[src/rtl/jk_latch_exerciser.sv]
// jk_latch_exerciser: self-checking stimulus sequencer that drives a JK latch and scores its q/qn outputs
module jk_latch_exerciser #(
  parameter int SETTLE_CYCLES = 2,
  parameter int PASSES = 1
) (
  input  logic       clk,
  input  logic       rst,
  input  logic       start,
  input  logic       q_i,
  input  logic       qn_i,
  output logic       enable_o,
  output logic       j_o,
  output logic       k_o,
  output logic       busy,
  output logic       done,
  output logic       pass,
  output logic [7:0] err_count,
  output logic [2:0] vec_idx
);
  typedef enum logic [2:0] {IDLE, INIT, APPLY, CHECK, DONE} state_t;
  localparam logic [3:0] SETTLE_LAST = 4'(SETTLE_CYCLES - 1);
  localparam logic [3:0] PASS_LAST = 4'(PASSES - 1);
  state_t state;
  logic [3:0] cnt, pass_cnt;
  logic model_q, model_valid;
  logic hold, forced, exp_q, checked, miss;
  logic [7:0] err_next;
  // vec_idx mirrors the driven vector, so the model is evaluated from it directly
  always_comb begin
    hold = !vec_idx[2] || vec_idx[1:0] == 2'b00;
    forced = !hold && vec_idx[1] != vec_idx[0];
    exp_q = hold ? model_q : vec_idx[1];
    checked = hold ? model_valid : forced;
    miss = checked && (q_i != exp_q || qn_i != !exp_q);
    err_next = err_count + 8'(miss && err_count != 8'hff);
  end
  always_ff @(posedge clk) begin
    if (rst) begin
      state <= IDLE;
      cnt <= '0;
      pass_cnt <= '0;
      model_q <= 1'b0;
      model_valid <= 1'b0;
      {enable_o, j_o, k_o} <= 3'b000;
      busy <= 1'b0;
      done <= 1'b0;
      pass <= 1'b0;
      err_count <= '0;
      vec_idx <= '0;
    end else begin
      done <= 1'b0;
      case (state)
        IDLE: if (start) begin
          state <= INIT;
          busy <= 1'b1;
          pass <= 1'b0;
          err_count <= '0;
          pass_cnt <= '0;
          cnt <= '0;
          vec_idx <= '0;
          {enable_o, j_o, k_o} <= 3'b101;
        end
        INIT: begin
          model_q <= 1'b0;
          model_valid <= 1'b1;
          cnt <= cnt == SETTLE_LAST ? 4'd0 : cnt + 4'd1;
          if (cnt == SETTLE_LAST) begin
            state <= APPLY;
            {enable_o, j_o, k_o} <= 3'b000;
          end
        end
        APPLY: begin
          cnt <= cnt == SETTLE_LAST ? 4'd0 : cnt + 4'd1;
          if (cnt == SETTLE_LAST) state <= CHECK;
        end
        CHECK: begin
          err_count <= err_next;
          model_q <= exp_q;
          model_valid <= checked;
          if (vec_idx != 3'd7) begin
            state <= APPLY;
            vec_idx <= vec_idx + 3'd1;
            {enable_o, j_o, k_o} <= vec_idx + 3'd1;
          end else if (pass_cnt != PASS_LAST) begin
            state <= INIT;
            pass_cnt <= pass_cnt + 4'd1;
            vec_idx <= '0;
            {enable_o, j_o, k_o} <= 3'b101;
          end else begin
            state <= DONE;
            busy <= 1'b0;
            done <= 1'b1;
            pass <= err_next == 8'd0;
            {enable_o, j_o, k_o} <= 3'b000;
          end
        end
        default: state <= IDLE;
      endcase
    end
  end
endmodule
[config.mk]
export PLATFORM = sky130hd
export DESIGN_NAME = jk_latch_exerciser
export DESIGN_NICKNAME = d
export VERILOG_FILES = /design/src/rtl/jk_latch_exerciser.sv
export SDC_FILE = /design/constraint.sdc
export NUM_CORES = 1
export LEC_CHECK = 0
export ABC_AREA = 1
export CAP_MARGIN = 10
export CORE_MARGIN = 10
export CORE_UTILIZATION = 30
export CTS_CLUSTER_DIAMETER = 40
export DETAILED_ROUTE_END_ITERATION = 8
export SETUP_SLACK_MARGIN = 0.5
export SYNTH_ARGS = -nofsm -noshare
export SYNTH_HDL_FRONTEND = slang
export SYNTH_SLANG_ARGS = --single-unit
[constraint.sdc]
create_clock -name clk -period 3.7 [get_ports clk]
set_input_delay 0.74 -clock clk [delete_from_list [all_inputs] [get_ports clk]]
set_output_delay 0.74 -clock clk [all_outputs]
set_load 0.02 [all_outputs]
==> flow_summary.ini <==
[clock_tree]
htree_levels = 2
cts-hold-fix-buffers = 0
clockBufferDepth = 2
clkTransAtPathRegs_ps = 60
clock-root-buffer = clkbuf_8
clk_latency_ps = 280
cts_setup_buffers = 0
cts_tree = done
cts_buffers = 5
cts_num_sinks = 30
cts-resized-gates = 0

[route]
routed_wl_mm = 3.80
routed_via_density = 4.57
top_layer_used = met4
ant_nets = 0
drt_iter0_markers = 45
drc = 0
wl_per_cell_um = 11.1
wl_met3_um = 273
wl_met2_mm = 1.74
vias = 1569
wl_met1_mm = 1.77
firstDrtPassIters = 4

[sta]
setup-tns-final_ps = 0
period_share_pct = 63.8
hold_viol = 0
tightest_slew_ps = 375
setup_viol = 0
max_freq_mhz = 424
slew_headroom_pct = 74.9
slew_violations = 0
fin_skew_ps = 3.27
period_needed_ps = 2360
rsz0062_at_grt = false

[run]
max-cap-violations = 0

[final_layout]
final_cell_mix = 68 x nand2_1, 36 x inv_1, 30 x dfxtp_1
antenna_cells = 0
fill_cells = 567
syn_to_final_growth_pct = 22.6
multiInputGateArea_um2 = 875
layout_commonest_cell = nand2_1
regArea_um2 = 601
drive_gt1_share_pct = 6.59
final_util_pct = 38.4
num-nets-final = 285

[global_route]
grt-ovfl-total = 0
grt_pass1_vias = 1520
grt_usage_pct = 9.43
grt_antenna_before_repair = 0
grt_first_pass_wirelength_mm = 6.74
grt_max_degree = 23

[logic_synthesis]
yosys_warnings = 0
synth_top_cell_by_area = dfxtp_1
synth_fp_nets = 259
synth.area.top_cells = dfxtp_1 37%, nand2_1 16%, a21oi_1 8.3%
netlist_instances = 247
yosys.cell_types.count = 24
netlist_area_mm2 = 0.00163
synth.top_cell.area_share_pct = 36.8
yosysSeqAreaShare_pct = 36.8
synth_seq_cells = 30
syn_area_per_cell_um2 = 6.60

[power_and_ir_drop]
power_frac_clock_pct = 23.2
p_sw_share_pct = 40.3
pwr-share-seq_pct = 36.9
p_leak_nw = 0.829
p_sw_w = 0.000431
p_comb_share_pct = 39.9
irDropWorstVdd_uv = 332
power.density_mw_per_mm2 = 534
p_int_w = 0.000637

[floorplanning]
dieArea_mm2 = 0.00878
start_util_pct = 31.3
num_rows = 26
core-area_mm2 = 0.00520
fp.dieW_um = 93.7
pin_count = 22
die_h_um = 93.7

[placement]
portBuffers = 21
dp_hpwl_mm = 2.85
routabilityCongestion = 0.820

[critical_path]
end_kind = flip-flop
crit_type = reg2reg
required_ps = 3920
startpoint_type = flip-flop
crit_arrival_ps = 2580
worst-path-max-fanout = 4

[worst_hold_path]
hold_path_class = reg2reg

[run_status]
outcome = finished clean
cells in the mapped netlist, drive strengths merged:
cell type  instances
nand3             17
nand2             71
xor2               1
o21ai             11
nor3               7
ha                 7
inv               38
nand3b             1
a21oi             27
nor2              26
dfxtp             30
o211ai             1
or2                1
nand4              4
buf                2
o221ai             1
nor4               1
clkbuf             1
state kept, by name, indices dropped and copies added, names as in the netlist, 3 cells and up:
register / flops
pass_cnt: 4
vec_idx: 3
state: 3
err_count: 8
cnt: 4
cell families after synthesis:
logic type               count (synthesis)  share of synthesized area, %
AO/OA/AOI/OAI                           40                          12.7
XOR/XNOR                                 1                         0.537
adder cells (fa/ha/maj)                  7                          5.37
buffers and inverters                   41                          9.52
flip-flops                              30                          36.8
AND/OR/NAND/NOR                        128                          35.1
power groups by stage:
stage	Combinational [W]	Sequential [W]	Clock (W)
3_3_place_gp	0.000427	0.000400	0
5_1_grt	0.000490	0.000401	0.000275
3_5_place_dp	0.000427	0.000401	0
4_1_cts	0.000429	0.000394	0.000257
2_1_floorplan	0.000290	0.000419	0
6_report	0.000426	0.000394	0.000248
final timing paths:
path,startpoint,endpoint,slack [ps],cells after the start
setup / recovery,vec_idx[0]$_SDFFE_PP0P_,pass$_SDFFE_PP0P_,1340,18
hold reg to reg,j_o$_SDFFE_PP0P_,j_o$_SDFFE_PP0P_,460,2
setup reg to reg,vec_idx[0]$_SDFFE_PP0P_,pass$_SDFFE_PP0P_,1340,18
hold / removal,j_o$_SDFFE_PP0P_,j_o$_SDFFE_PP0P_,460,2
area by class of cell:
type / count / area share, %
timing repair buffer: 22 / 10.9
multi-input combinational: 176 / 43.7
clock buffer: 7 / 3.82
sequential: 30 / 30.0
inverter: 38 / 7.13
tap: 70 / 4.38
through the flow:
stage | hold slack (ps) | instances | area [um2] | worst slack [ps] | power (W)
2_1_floorplan | 445 | 247 | 1630 | 1410 | 0.000710
3_3_place_gp | 452 | 336 | 1920 | 1120 | 0.000827
3_5_place_dp | 459 | 336 | 1920 | 1080 | 0.000828
4_1_cts | 473 | 343 | 2000 | 1300 | 0.00108
5_1_grt | 500 | 343 | 2000 | 926 | 0.00117
6_report | 465 | 343 | 2000 | 1340 | 0.00107
worst max-delay path, stage by stage (launching register included):
cell,delay [ps]
dfxtp_1,370
inv_1,80
ha_1,190
inv_1,50
nand2_1,80
nand2_1,70
o21ai_0,130
nand3b_1,120
o211ai_1,80
a21oi_1,180
ha_1,190
nand2_1,100
nor2_2,170
nand3_1,90
nand2_1,70
nand2_1,60
nor2_1,90
nand3_1,80
a21oi_1,110
per-layer routing:
metal / vias up / track usage [%]
li1: 840 / -
met1: 699 / 10.8
met2: 27 / 15.3
met3: 3 / 4.40
met4: 0 / 2.91
met5: - / 0
Power figures use the tool's default switching activity.
